**src/rtl/sysbus_arbiter.sv**
```systemverilog
// Sysbus arbiter: shares one Sysbus request/response channel between the
// instruction-fetch port (0) and the data port (1). One transaction is in
// flight at a time. Writes stream BEATS data beats after the address phase.
// Read responses are routed back to the owning port.
module sysbus_arbiter #(
   parameter int unsigned BEATS  = 8,
   parameter int unsigned DATA_W = 64,
   parameter int unsigned TAG_W  = 13
) (
   input  logic              clk,
   input  logic              reset,
   // requester side
   input  logic [1:0]        rq_valid,
   input  logic [DATA_W-1:0] rq_addr0,
   input  logic [DATA_W-1:0] rq_addr1,
   input  logic [4:0]        rq_type0,
   input  logic [4:0]        rq_type1,
   output logic [1:0]        rq_ack,
   input  logic [DATA_W-1:0] wd_data0,
   input  logic [DATA_W-1:0] wd_data1,
   output logic [1:0]        wd_pop,
   output logic [1:0]        rs_valid,
   output logic [DATA_W-1:0] rs_data,
   output logic              rs_last,
   output logic [1:0]        done,
   // Sysbus side
   output logic              bus_reqcyc,
   output logic [DATA_W-1:0] bus_req,
   output logic [TAG_W-1:0]  bus_reqtag,
   input  logic              bus_reqack,
   input  logic              bus_respcyc,
   input  logic [DATA_W-1:0] bus_resp,
   input  logic [TAG_W-1:0]  bus_resptag,
   output logic              bus_respack
);

   localparam int unsigned CNT_W    = (BEATS > 1) ? $clog2(BEATS) : 1;
   localparam int unsigned LINE_OFS = 6;
   localparam int unsigned ID_W     = TAG_W - 5;
   localparam logic [CNT_W-1:0] LAST_BEAT = CNT_W'(BEATS - 1);

   typedef enum logic [2:0] {
      IDLE,
      REQ,
      WDATA,
      WAIT,
      RESP
   } state_t;

   state_t                     state, state_nxt;
   logic [CNT_W-1:0]           count, count_nxt;
   logic                       owner;
   logic                       last_grant;
   logic [DATA_W-1:LINE_OFS]   line_addr;
   logic [4:0]                 req_type;
   logic                       grant;
   logic                       tag_match;
   logic                       take_beat;
   logic                       tag_err;

   // Line-offset address bits and the rw/type field of the response tag
   // carry no routing information here.
   logic unused_bits;
   assign unused_bits = ^{rq_addr0[LINE_OFS-1:0], rq_addr1[LINE_OFS-1:0],
                          bus_resptag[TAG_W-1:ID_W]};

   assign tag_match = (bus_resptag[ID_W-1:0] == ID_W'(owner));

   // Round-robin pick: on a tie the port that did not win last time goes.
   always_comb begin
      grant = 1'b0;
      if (rq_valid == 2'b11) begin
         grant = ~last_grant;
      end else if (rq_valid[1]) begin
         grant = 1'b1;
      end
   end

   // Capture the winning request when leaving IDLE.
   always_ff @(posedge clk or posedge reset) begin
      if (reset) begin
         owner      <= 1'b0;
         last_grant <= 1'b1;
         line_addr  <= '0;
         req_type   <= '0;
      end else if (state == IDLE && |rq_valid) begin
         owner      <= grant;
         last_grant <= grant;
         line_addr  <= grant ? rq_addr1[DATA_W-1:LINE_OFS] : rq_addr0[DATA_W-1:LINE_OFS];
         req_type   <= grant ? rq_type1 : rq_type0;
      end
   end

   // State and beat counter registers.
   always_ff @(posedge clk or posedge reset) begin
      if (reset) begin
         state <= IDLE;
         count <= '0;
      end else begin
         state <= state_nxt;
         count <= count_nxt;
      end
   end

   // Next-state and output decode; every output is a function of state so
   // that reset clears them immediately.
   always_comb begin
      state_nxt   = state;
      count_nxt   = count;
      rq_ack      = '0;
      wd_pop      = '0;
      rs_valid    = '0;
      rs_data     = '0;
      rs_last     = 1'b0;
      done        = '0;
      bus_reqcyc  = 1'b0;
      bus_req     = '0;
      bus_reqtag  = '0;
      bus_respack = 1'b0;
      take_beat   = 1'b0;
      tag_err     = 1'b0;

      unique case (state)
         IDLE: begin
            count_nxt = '0;
            if (|rq_valid) begin
               state_nxt = REQ;
            end
         end

         REQ: begin
            bus_reqcyc = 1'b1;
            bus_req    = {line_addr, {LINE_OFS{1'b0}}};
            bus_reqtag = {req_type, ID_W'(owner)};
            if (bus_reqack) begin
               rq_ack[owner] = 1'b1;
               count_nxt     = '0;
               if (req_type[4]) begin
                  // pop now so beat 0 is on wd_data in the first WDATA cycle
                  wd_pop[owner] = 1'b1;
                  state_nxt     = WDATA;
               end else begin
                  state_nxt = WAIT;
               end
            end
         end

         WDATA: begin
            bus_reqcyc = 1'b1;
            bus_req    = owner ? wd_data1 : wd_data0;
            if (count == LAST_BEAT) begin
               done[owner] = 1'b1;
               count_nxt   = '0;
               state_nxt   = IDLE;
            end else begin
               wd_pop[owner] = 1'b1;
               count_nxt     = count + CNT_W'(1);
            end
         end

         WAIT: begin
            if (bus_respcyc) begin
               if (tag_match) begin
                  take_beat = 1'b1;
               end else begin
                  tag_err = 1'b1;
               end
            end
         end

         RESP: begin
            take_beat = bus_respcyc;
         end

         default: begin
            state_nxt = IDLE;
         end
      endcase

      // A matching response in WAIT is already beat 0, so WAIT and RESP
      // share the beat handling below.
      if (take_beat) begin
         bus_respack     = 1'b1;
         rs_valid[owner] = 1'b1;
         rs_data         = bus_resp;
         if (count == LAST_BEAT) begin
            rs_last     = 1'b1;
            done[owner] = 1'b1;
            count_nxt   = '0;
            state_nxt   = IDLE;
         end else begin
            count_nxt = count + CNT_W'(1);
            state_nxt = RESP;
         end
      end

      // Foreign responses are consumed so the bus cannot stall on them.
      if (tag_err) begin
         bus_respack = 1'b1;
      end
   end

endmodule

```
**config.mk**
```make
export PLATFORM = sky130hd
export DESIGN_NAME = sysbus_arbiter
export DESIGN_NICKNAME = d
export VERILOG_FILES = /design/src/rtl/sysbus_arbiter.sv
export SDC_FILE = /design/constraint.sdc
export NUM_CORES = 1
export LEC_CHECK = 0
export CAP_MARGIN = 5
export CORE_AREA = 4 4 194 196
export CTS_CLUSTER_DIAMETER = 150
export DETAILED_ROUTE_END_ITERATION = 6
export DIE_AREA = 0 0 198 200
export GPL_TIMING_DRIVEN = 0
export PLACE_DENSITY = 0.43
export SYNTH_ARGS = -nofsm -noshare
export SYNTH_HDL_FRONTEND = slang
export SYNTH_SLANG_ARGS = --single-unit
```
**constraint.sdc**
```tcl
create_clock -name clk -period 2.73 [get_ports clk]
set_input_delay 0.546 -clock clk [delete_from_list [all_inputs] [get_ports clk]]
set_output_delay 0.546 -clock clk [all_outputs]
set_load 0.005 [all_outputs]
```
# Word level (Yosys, flattened, before mapping)
# Cells that the tools add are included.
# op_classes
n_bitwise	2
eq_ne	11
reduce_logical	9
muxes	43
magnitude_cmp	2
addsub	1
# op_table
operator	count
2-to-1 mux 64 bit	2
case mux 64 bit (2 select lines)	1
2-to-1 mux 58 bit	1
2-to-1 mux 3 bit	8
2-to-1 mux 2 bit	10
2-to-1 mux 1 bit	14
2-to-1 mux 13 bit	1
case mux 3 bit (4 select lines)	1
case mux 3 bit (3 select lines)	1
equality test 8 x 1 -> 1 bit	1
equality test 3 x 2 -> 1 bit (second input constant)	2
equality test 3 bit (second input constant)	2
!= test 3 bit (second input constant)	2
OR reduction 2 bit	3
2-to-1 mux 5 bit	1
case mux 2 bit (2 select lines)	1
AND reduction 4 bit	1
nonzero test 4 bit	1
adder 3 x 1 -> 3 bit (second input constant)	1
equality test 3 x 1 -> 1 bit (second input constant)	1
zero test 3 bit	1
!= test 3 x 2 -> 1 bit (second input constant)	1
equality test 2 bit (second input constant)	1
logical AND 1 bit	2
other kinds (8)	8
# totals
ff_bits	71
wordCells	74
in_bits	349
output_inout_bits	152

# Logic depth before layout (Yosys ltp)
# Gate-level depths: netlist of run 1.
# logic_depth
depth_word	9
mapped_depth	7
mapped_depth_nobuf	6

# Worst setup path after synthesis of run 1
# No wires, ideal clock.
# synth_timing
kind	in2out
from	input port bus_resptag[5]
to	output port rs_data[10]
slack_ns	0.622
arrival_time_ns	1.562
required_time_ns	2.184
cell_stages	5
n_path_buf	1
cell_sequence	nor4_4 > nand3_2 > o21ai_4 > buf_6 > and2_1
# synth_via
elab_chain_cells	5
# synth_rtl
item	line_no	text
from (decl)	33	input logic [TAG_W-1:0] bus_resptag,
equality test 8 x 1 -> 1 bit	67	assign tag_match = (bus_resptag[ID_W-1:0] == ID_W'(owner));
2-to-1 mux 1 bit	163	if (tag_match) begin
2-to-1 mux 1 bit	162	if (bus_respcyc) begin
case mux 1 bit (2 select lines)	123	unique case (state)
2-to-1 mux 64 bit	182	if (take_beat) begin
to (decl)	23	output logic [DATA_W-1:0] rs_data,
# No other way between the ends.

# Worst setup path after layout of run 1
# layout_timing
from	register state[2]
to	output port bus_req[35]
# layout_via
elab_chain_cells	2
elab_cells_between_ends	3
classes_between	eq/ne (2); mux (1)
# layout_rtl
item	line_no	text
from (decl)	50	state_t state, state_nxt;
from (signal assigned)	100	state <= state_nxt;
equality test 3 x 2 -> 1 bit / equality test 3 x 1 -> 1 bit (equally long branches)	123	
case mux 64 bit (2 select lines) (*)	123	
to (decl)	28	output logic [DATA_W-1:0] bus_req,
# Every way passes the cells marked *; elsewhere a longest branch is shown, timed or not.

==> flow_metrics.py, run 1 <==
metrics = {
    "global_route": {
        "number_of_antenna_violations_at_the_first_check_in_global_routing": 1,
        "grtUsageTotal": 0.1584,
        "first_global_vias": 6995,
        "grt_max_degree": 42,
        "global_route_total_overflow": 0,
        "first_pass_grt_wire_length_um": 46100,
    },
    "detailed_routing": {
        "drt-wirelength-per-cell_um": 20.57,
        "drc": 0,
        "vias": 6640,
        "drt-pass1-iter-count": 4,
        "detail_route.wirelength_um": 33620,
        "detail_route.iter0.violations": 199,
        "route.detailed.vias_per_inst": 4.064,
        "final_antenna_net_count": 0,
    },
    "timing": {
        "timing.hold.ws_ns": 0.5155,
        "grt_setup_unrepaired": "yes",
        "min_period_over_period": 0.9757,
        "final-setup-viol-count": 0,
        "worst_clock_skew_ns": 0.007942,
        "max_clock_freq_mhz": 375.4,
        "setup_tns_ns": 0,
        "period_needed_ns": 2.664,
        "final_max_slew_viol_count": 0,
        "hold_viol": 0,
    },
    "critical_path": {
        "critPathArrivalTime_ns": 2.12,
        "critical_path.max_stage_delay_ns": 0.46,
        "cp_slowest_cell": "sky130_fd_sc_hd__or3b_4",
        "timing_worst_setup_path_type": "reg2out",
        "worstPathRequired_ns": 2.18,
        "critical_path.startpoint_type": "flip-flop",
        "cp_cell_sequence": "buf_4, or3b_4, buf_4, buf_8, o21ai_1, dlygate4sd2_1",
        "path_buf_inv": 4,
        "endpoint_kind": "output pin",
        "cp_max_fo": 10,
        "worst_path_most_repeated_cell": "sky130_fd_sc_hd__buf_4",
        "cp_top_family": "buffers and inverters",
    },
    "finish": {
        "footprint_of_the_multi_input_gates_mm2": 0.003361,
        "drive_above_1_share": 0.1622,
        "finalNonFillerCells": 1634,
        "sequential_cell_area_mm2": 0.001779,
        "area.growth.synth_to_final_pct": 110.7,
        "final_nets": 1512,
        "nFillCells": 3904,
    },
    "power": {
        "comb_power_share": 0.605,
        "p_int_mw": 4.727,
        "power.static_leakage_nw": 5.214,
        "proportion_of_power_drawn_by_the_clock_network": 0.157,
        "cellPowerDensity_mw_per_mm2": 688.8,
        "power.ir.vdd_worst_uv": 299.2,
        "share_seq_of_total_power": 0.238,
        "switching_share": 0.3972,
        "net_switching_power_of_the_design_mw": 3.115,
    },
    "place": {
        "post-place-cells": 1588,
        "post-dp-hpwl_um": 27980,
        "routabilityCongestion": 0.7613,
        "place.port_buffers": 476,
    },
    "cts": {
        "worstSkewPairLatency_ns": 0.34,
        "cts-htree-levels": 3,
        "clock_pin_slew_reported_for_the_worst_setup_and_hold_paths_after_clock_tree_synthesis_ns": 0.06,
        "cts_tree": "built",
        "cts_buffer_depth": 2,
        "postCtsHoldBufs": 0,
        "cts-root-buf": "sky130_fd_sc_hd__clkbuf_16",
        "numClockSinks": 71,
        "tritoncts.num_buffers": 9,
    },
    "floorplanning": {
        "fp.coreArea_mm2": 0.03608,
        "io_pins": 501,
        "starting_density": 0.1497,
        "core.rowCount": 70,
        "die-area_mm2": 0.03960,
        "floorplan.die.height_um": 200,
        "dieWidth_um": 198,
    },
    "run": {
        "cap_violations": 0,
    },
    "yosys": {
        "async_flop_share": 1.000,
        "synth_warnings": 0,
        "postSynthRegisterBits": 71,
        "synth_seq_area_share": 0.3291,
        "synthCells": 637,
        "yosysUniqueCellTypes": 38,
        "ys_dominant_reg_cell": "sky130_fd_sc_hd__dfrtp_1",
        "synth_enable_flop_cells": 0,
        "postSynthAreaPerCell_um2": 8.481,
        "mappedNetlistArea_mm2": 0.005403,
    },
    "worst_hold_path": {
        "hold_class": "reg2reg",
    },
    "status": {
        "status": "finished clean",
    },
}
## sequential cells by signal, summed over array words and instances (netlist names)
register and count:
last_grant 1, req_type 5, count 3, line_addr 58, state 3, owner 1
## cell families (layout without fill, tap and decap cells)
logic type | Yosys count | after routing | share of synthesized area
other cells | 1 | 8 | 0.0006941
mux | 127 | 127 | 0.2353
simple gates | 231 | 231 | 0.2119
flops | 71 | 71 | 0.3291
buf+inv | 62 | 584 | 0.07596
fa+ha+maj | 2 | 2 | 0.004631
compound gates | 142 | 142 | 0.1394
xor+xnor | 1 | 1 | 0.003011
## Yosys cell counts (all sizes together), types with 2 or more instances
master / count / area [µm²]
a21boi: 2 / 15.01
a21oi: 69 / 345.3
a22o: 3 / 26.28
a31oi: 2 / 12.51
and2: 69 / 431.7
and3: 3 / 18.77
buf: 56 / 387.9
clkbuf: 3 / 11.26
dfrtp: 70 / 1752
ha: 2 / 25.02
inv: 3 / 11.26
mux2i: 127 / 1271
nand2: 66 / 247.7
nand3: 3 / 25.02
nor2: 77 / 289.0
nor2b: 3 / 18.77
nor3b: 2 / 15.01
o21ai: 62 / 321.6
or3b: 2 / 17.52
## area by class of cell
cell class | instances | share of cell area
repair buffers | 509 | 0.4248
plain buffers | 57 | 0.04440
well taps | 468 | 0.05143
multi-input cells | 510 | 0.2952
clock inverters | 5 | 0.005165
flip-flops and latches | 71 | 0.1563
inverters | 3 | 0.001539
diodes | 1 | 0.0002198
clock buffers | 10 | 0.02099
## power by group through the flow
| stage | registers (mW) | logic [mW] | clock network (mW) |
|---|---|---|---|
| 2_1_floorplan | 1.79 | 2.22 | 0 |
| 3_3_place_gp | 1.87 | 4.78 | 0 |
| 3_5_place_dp | 1.88 | 4.79 | 0 |
| 4_1_cts | 1.87 | 4.75 | 1.29 |
| 5_1_grt | 1.93 | 5.28 | 1.33 |
| 6_report | 1.86 | 4.75 | 1.23 |
## layer usage
layer / global-route usage / part of all wire / vias up
li1: - / - / 3212
met1: 0.1721 / 0.37 / 3088
met2: 0.3053 / 0.53 / 309
met3: 0.04381 / 0.081 / 29
met4: 0.03596 / 0.017 / 2
met5: 0 / 0.00021 / -
## layout by cell type, fill, tap and decap left out, drive strengths merged, types with 42 or more instances in the layout
| cell | n |
|---|---|
| dlygate4sd2 | 59 |
| nor2 | 77 |
| and2 | 69 |
| o21ai | 62 |
| dfrtp | 70 |
| a21oi | 69 |
| clkdlybuf4s50 | 324 |
| nand2 | 66 |
| buf | 100 |
| clkbuf | 42 |
| mux2i | 127 |
## path summary, 6_finish.rpt
check / to / cells past startpoint / start / slack (ns)
worst min register to register: count[1] / 1 / count[1] / 0.52
max in group asynchronous: last_grant / 3 / reset / 1.49
min in group asynchronous: line_addr[41] / 2 / reset / 0.57
worst max register to register: line_addr[27] / 6 / state[2] / 0.86
worst max-delay path: bus_req[35] / 6 / state[2] / 0.07
worst min-delay path: count[1] / 1 / count[1] / 0.52
## stage by stage
step | cell area (µm²) | power, mW | worst slack [ns] | util
finish | 11380 | 7.842 | 0.06622 | 0.3155
global route | 11380 | 8.545 | -0.005407 | 0.3154
CTS | 11280 | 7.908 | -0.2347 | 0.3126
detailed placement | 10810 | 6.670 | -1.022 | 0.2994
global placement | 10780 | 6.658 | -1.432 | 0.2986
floorplan | 5425 | 4.007 | 0.3891 | -
## repair_timing
item,4_1_cts,5_1_grt
pin swaps,5,9
cloned,1,2
gates resized for setup,257,131
setup endpoints to repair,144,113
buffers inserted,13,17
## worst reg2reg max path, cell delays in order, from the launching register on
cell	delay (ns)
sky130_fd_sc_hd__dfrtp_1	0.36
sky130_fd_sc_hd__buf_4	0.18
sky130_fd_sc_hd__nor3_4	0.27
sky130_fd_sc_hd__o21a_1	0.19
sky130_fd_sc_hd__buf_2	0.31
sky130_fd_sc_hd__buf_2	0.32
sky130_fd_sc_hd__a21oi_1	0.11
Note: power is estimated with default switching activity, not from simulation.
==> run 2: changes to the inputs <==
==> constraint.sdc (replaced) <==
create_clock -name clk -period 2.73 [get_ports clk]
set_input_delay 0.546 -clock clk [delete_from_list [all_inputs] [get_ports clk]]
set_output_delay 0.546 -clock clk [all_outputs]
set_load 0.01 [all_outputs]
==> flow_metrics.py, run 2 (synthesis gave the netlist of run 1 again) <==
metrics = {
    "status": {
        "status": "finished clean",
    },
    "critical_path": {
        "critical_path.startpoint_type": "input port",
        "path_buf_inv": 5,
        "endpoint_kind": "output pin",
        "cp_slowest_cell": "sky130_fd_sc_hd__dlygate4sd2_1",
        "cp_top_family": "buffers and inverters",
        "timing_worst_setup_path_type": "in2out",
        "reg2reg_setup_slack_ns": 0.84,
        "reg2reg_to": "line_addr[63]",
        "worstPathRequired_ns": 2.18,
        "critPathArrivalTime_ns": 2.14,
        "cp_cell_sequence": "dlygate4sd2_1, nor4b_4, buf_4, nand3_4, o21ai_4, buf_12, buf_6, and2_4, clkdlybuf4s15_2",
        "worstReg2RegStart": "state[2]",
        "ff2ff_path_depth": 6,
        "cp_max_fo": 10,
        "critical_path.max_stage_delay_ns": 0.26,
    },
    "power": {
        "power.static_leakage_nw": 4.833,
        "cellPowerDensity_mw_per_mm2": 712.8,
        "fin_total_pwr_mw": 7.798,
        "power.ir.vdd_worst_uv": 318.4,
    },
    "cts": {
        "cts_tree": "built",
        "cts_buffer_depth": 2,
        "cts-root-buf": "sky130_fd_sc_hd__clkbuf_16",
        "worstSkewPairLatency_ns": 0.34,
        "tritoncts.num_buffers": 9,
        "postCtsHoldBufs": 0,
        "clock_pin_slew_reported_for_the_worst_setup_and_hold_paths_after_clock_tree_synthesis_ns": 0.06,
        "cts-htree-levels": 3,
        "numClockSinks": 71,
    },
    "finish": {
        "postLayoutCoreUtil": 0.3032,
        "largest_reg_flops": 58,
        "area.growth.synth_to_final_pct": 102.5,
        "final_nets": 1495,
        "final_design_area_no_fill_mm2": 0.01094,
        "drive_above_1_share": 0.1969,
        "nFillCells": 3941,
        "mostFrequentLayoutCells": "sky130_fd_sc_hd__clkdlybuf4s50_1, sky130_fd_sc_hd__mux2i_1, sky130_fd_sc_hd__nor2_1, sky130_fd_sc_hd__dfrtp_1, sky130_fd_sc_hd__a21oi_1",
        "layout.cells.most_common": "sky130_fd_sc_hd__clkdlybuf4s50_1",
        "finalNonFillerCells": 1617,
        "regs_by_ff_count": "line_addr: 58 flops, req_type: 5 flops",
        "regMostFlops": "line_addr",
    },
    "place": {
        "pre_cts_ws_ns": -1.056,
        "place.port_buffers": 476,
        "area_post_placement_mm2": 0.01081,
        "routabilityCongestion": 0.7613,
        "post-place-cells": 1588,
        "post-dp-hpwl_um": 27980,
    },
    "worst_hold_path": {
        "min_from": "count[1]",
        "hold_class": "reg2reg",
        "min_to": "count[1]",
        "worstHoldPathCells": 1,
    },
    "floorplanning": {
        "floorplan.die.height_um": 200,
        "core.rowCount": 70,
        "starting_density": 0.1497,
        "fp.coreArea_mm2": 0.03608,
        "dieWidth_um": 198,
        "die-area_mm2": 0.03960,
        "io_pins": 501,
    },
    "timing": {
        "hold_viol": 0,
        "period_needed_ns": 2.681,
        "grt_setup_unrepaired": "yes",
        "setup_tns_ns": 0,
        "min_period_over_period": 0.9821,
        "worst_slack_ns": 0.04879,
        "final_max_slew_viol_count": 0,
        "final-setup-viol-count": 0,
        "worst_clock_skew_ns": 0.007560,
        "timing.hold.ws_ns": 0.5150,
        "max_clock_freq_mhz": 373.0,
    },
    "global_route": {
        "first_pass_grt_wire_length_um": 46240,
        "number_of_antenna_violations_at_the_first_check_in_global_routing": 1,
        "first_global_vias": 7015,
        "global_route_total_overflow": 0,
        "grt_max_degree": 42,
        "grtUsageTotal": 0.1588,
    },
    "detailed_routing": {
        "drt-wirelength-per-cell_um": 20.77,
        "route.detailed.vias_per_inst": 4.058,
        "drt-pass1-iter-count": 4,
        "final_antenna_net_count": 0,
        "drc": 0,
        "detail_route.iter0.violations": 161,
        "vias": 6562,
        "detail_route.wirelength_um": 33580,
    },
    "run": {
        "cap_violations": 0,
    },
}
-- run 2: changes by cell type in the layout (fill, tap and decap cells not counted), moves of 9 or more --
cell and delta:
sky130_fd_sc_hd__buf_2 +15, sky130_fd_sc_hd__dlymetal6s2s_1 -15, sky130_fd_sc_hd__dlygate4sd2_1 -19, sky130_fd_sc_hd__clkbuf_2 +30
sky130_fd_sc_hd__buf_4 -13, sky130_fd_sc_hd__buf_8 -9, sky130_fd_sc_hd__clkdlybuf4s15_2 +12, sky130_fd_sc_hd__clkdlybuf4s15_1 -23
-- run 2: routing by layer --
layer / routed length (µm) / global-route usage / up-vias
li1: - / - / 3173
met4: 516 / 0.03596 / 2
met2: 17910 / 0.3044 / 306
met3: 2699 / 0.04397 / 26
met5: 13 / 0 / -
met1: 12440 / 0.1740 / 3055
-- run 2: report_power, final --
group	switching, mW	leakage [nW]	total [mW]	internal [mW]
clock network	0.502	0.141	1.23	0.729
registers	0.290	0.796	1.86	1.57
logic	2.52	3.90	4.71	2.19
-- run 2: layout make-up --
cell class                      count  area, µm²  area share
Antenna cell                        1      2.502   0.0002287
Buffer                             58      473.0     0.04323
Clock buffer                       10      239.0     0.02184
Clock inverter                      5      58.81    0.005375
Inverter                            3      13.76    0.001258
Multi-Input combinational cell    510       3344      0.3057
Sequential cell                    71       1778      0.1625
Tap cell                          468      585.6     0.05352
Timing Repair Buffer              491       4446      0.4063
-- run 2: what timing repair did --
| action | 4_1_cts | 5_1_grt |
|---|---|---|
| gates resized for setup | 319 | 164 |
| cloned | 1 | 0 |
| buffers inserted | 11 | 2 |
| setup endpoints to repair | 144 | 109 |
| pin swaps | 3 | 1 |
-- run 2: how the worst max path moves through the flow --
stage                    from       endpoint  slack [ns]  cells after the start
3_3_place_gp            reset  line_addr[14]       -1.43                      2
4_1_cts        bus_resptag[6]    rs_valid[1]       -0.02                      8
5_1_grt        bus_resptag[1]    rs_data[58]       -0.02                      9
6_report       bus_resptag[1]    rs_data[58]        0.05                      9
3_5_place_dp      bus_respcyc    rs_data[50]       -1.06                      7
2_1_floorplan           reset       count[0]        0.39                      1
==> run 3: changes to the inputs <==
--- a/config.mk
+++ b/config.mk
@@ -11,7 +11,7 @@
 export DETAILED_ROUTE_END_ITERATION = 6
 export DIE_AREA = 0 0 198 200
 export GPL_TIMING_DRIVEN = 0
-export PLACE_DENSITY = 0.43
+export PLACE_DENSITY = 0.53
 export SYNTH_ARGS = -nofsm -noshare
 export SYNTH_HDL_FRONTEND = slang
 export SYNTH_SLANG_ARGS = --single-unit
==> flow_metrics.py, run 3 (synthesis gave the netlist of run 1 again) <==
metrics = {
    "timing": {
        "timing.hold.ws_ns": 0.5177,
        "worst_slack_ns": 0.05262,
        "final-setup-viol-count": 0,
        "hold_viol": 0,
        "period_needed_ns": 2.677,
        "final_max_slew_viol_count": 0,
        "max_clock_freq_mhz": 373.5,
        "worst_clock_skew_ns": 0.007747,
        "min_period_over_period": 0.9807,
        "grt_setup_unrepaired": "yes",
    },
    "floorplanning": {
        "die-area_mm2": 0.03960,
        "fp.coreArea_mm2": 0.03608,
        "core.rowCount": 70,
        "dieWidth_um": 198,
        "io_pins": 501,
        "floorplan.die.height_um": 200,
        "starting_density": 0.1497,
    },
    "global_route": {
        "grtUsageTotal": 0.1543,
        "grt_max_degree": 40,
        "number_of_antenna_violations_at_the_first_check_in_global_routing": 1,
        "global_route_total_overflow": 0,
        "first_global_vias": 7004,
        "first_pass_grt_wire_length_um": 44880,
    },
    "finish": {
        "regs_by_ff_count": "line_addr: 58 flops, req_type: 5 flops",
        "mostFrequentLayoutCells": "sky130_fd_sc_hd__clkdlybuf4s50_1, sky130_fd_sc_hd__mux2i_1, sky130_fd_sc_hd__nor2_1, sky130_fd_sc_hd__a21oi_1, sky130_fd_sc_hd__dfrtp_1",
        "largest_reg_flops": 58,
        "layout.cells.most_common": "sky130_fd_sc_hd__clkdlybuf4s50_1",
        "antenna_cells": 0,
        "final_design_area_no_fill_mm2": 0.01095,
        "area.growth.synth_to_final_pct": 102.6,
        "regMostFlops": "line_addr",
        "postLayoutCoreUtil": 0.3033,
        "final_nets": 1498,
        "drive_above_1_share": 0.1849,
    },
    "detailed_routing": {
        "detail_route.wirelength_um": 32750,
        "drt-wirelength-per-cell_um": 20.22,
        "drt-pass1-iter-count": 4,
        "vias": 6582,
        "detail_route.iter0.violations": 192,
        "route.detailed.vias_per_inst": 4.063,
        "drc": 0,
        "final_antenna_net_count": 0,
    },
    "power": {
        "comb_power_share": 0.609,
        "power.ir.vdd_worst_uv": 304.8,
        "share_seq_of_total_power": 0.239,
        "p_int_mw": 4.525,
        "proportion_of_power_drawn_by_the_clock_network": 0.152,
        "net_switching_power_of_the_design_mw": 3.308,
        "cellPowerDensity_mw_per_mm2": 715.6,
        "fin_total_pwr_mw": 7.833,
        "switching_share": 0.4223,
        "power.static_leakage_nw": 4.925,
    },
    "critical_path": {
        "critical_path.startpoint_type": "flip-flop",
        "worstPathRequired_ns": 2.18,
        "endpoint_kind": "output pin",
        "worstReg2RegStart": "state[2]",
        "ff2ff_path_depth": 6,
        "critical_path.max_stage_delay_ns": 0.46,
        "timing_worst_setup_path_type": "reg2out",
        "cp_max_fo": 10,
        "reg2reg_setup_slack_ns": 0.94,
        "cp_cell_sequence": "buf_4, or3b_4, buf_12, buf_6, o21ai_0, dlygate4sd2_1",
        "critPathArrivalTime_ns": 2.13,
        "critPathLaunch": "state[0]",
        "reg2reg_to": "line_addr[17]",
        "cp_slowest_cell": "sky130_fd_sc_hd__or3b_4",
        "endpoint": "bus_req[41]",
    },
    "worst_hold_path": {
        "hold_class": "reg2reg",
        "min_from": "req_type[1]",
    },
    "run": {
        "cap_violations": 0,
    },
    "cts": {
        "cts-root-buf": "sky130_fd_sc_hd__clkbuf_16",
        "numClockSinks": 71,
        "cts-htree-levels": 3,
        "worstSkewPairLatency_ns": 0.35,
        "cts_buffer_depth": 2,
        "tritoncts.num_buffers": 9,
        "clock_pin_slew_reported_for_the_worst_setup_and_hold_paths_after_clock_tree_synthesis_ns": 0.06,
        "cts_tree": "built",
    },
    "place": {
        "routabilityCongestion": 0.7774,
        "pre_cts_ws_ns": -0.9708,
        "place.port_buffers": 476,
        "post-dp-hpwl_um": 27380,
        "area_post_placement_mm2": 0.01080,
    },
    "status": {
        "status": "finished clean",
    },
}
==> run 3: worst max-delay path, delay by kind of cell, from the launching register on <==
| family | cells | cell delay (ns) |
|---|---|---|
| AOI/OAI and AO/OA | 1 | 0.15 |
| and+or+nand+nor | 1 | 0.46 |
| buffers and inverters | 4 | 0.80 |
| DFF | 1 | 0.36 |
==> run 3: final cells by class <==
| class | instances | area [µm²] |
|---|---|---|
| Buffer | 59 | 486.7 |
| Clock buffer | 13 | 240.2 |
| Clock inverter | 3 | 43.79 |
| Fill cell | 3949 | 25140 |
| Inverter | 3 | 13.76 |
| Multi-Input combinational cell | 510 | 3321 |
| Sequential cell | 71 | 1779 |
| Tap cell | 468 | 585.6 |
| Timing Repair Buffer | 493 | 4476 |
==> run 3: metal layers <==
layer | global-route usage | up-vias | routed length [µm]
li1 | - | 3175 | -
met2 | 0.2925 | 326 | 17160
met4 | 0.04820 | 2 | 945
met3 | 0.04397 | 36 | 2593
met5 | 0 | - | 13
met1 | 0.1654 | 3043 | 12040
==> run 3: repair_timing <==
item,4_1_cts,5_1_grt
cloned,1,2
hold endpoints to repair,0,0
buffers inserted,10,3
pin swaps,5,6
gates resized for setup,278,182
endpoints found under the setup margin,145,112
hold buffers,0,0
==> run 3: worst min path at each step <==
stage	depth (start not counted)	slack, ns	to
floorplan	1	0.48	count[1]
global placement	1	0.50	count[1]
detailed placement	1	0.50	count[1]
CTS	1	0.52	count[1]
global route	1	0.53	count[1]
finish	2	0.52	req_type[1]
==> run 3: per-stage QoR <==
step | cells | setup TNS (ns)
floorplan | 643 | 0
global placement | 1587 | -141.46
detailed placement | 1588 | -65.39
CTS | 1615 | -2.286
global route | 1620 | -0.005873
finish | 1620 | 0
==> run 3: power by group through the flow <==
stage	clock network, mW	registers [mW]	logic, mW
after CTS	1.24	1.88	4.90
final	1.19	1.88	4.77
after detailed placement	0	1.89	5.01
after floorplan	0	1.79	2.44
after global placement	0	1.88	4.97
after global routing	1.27	1.95	5.21
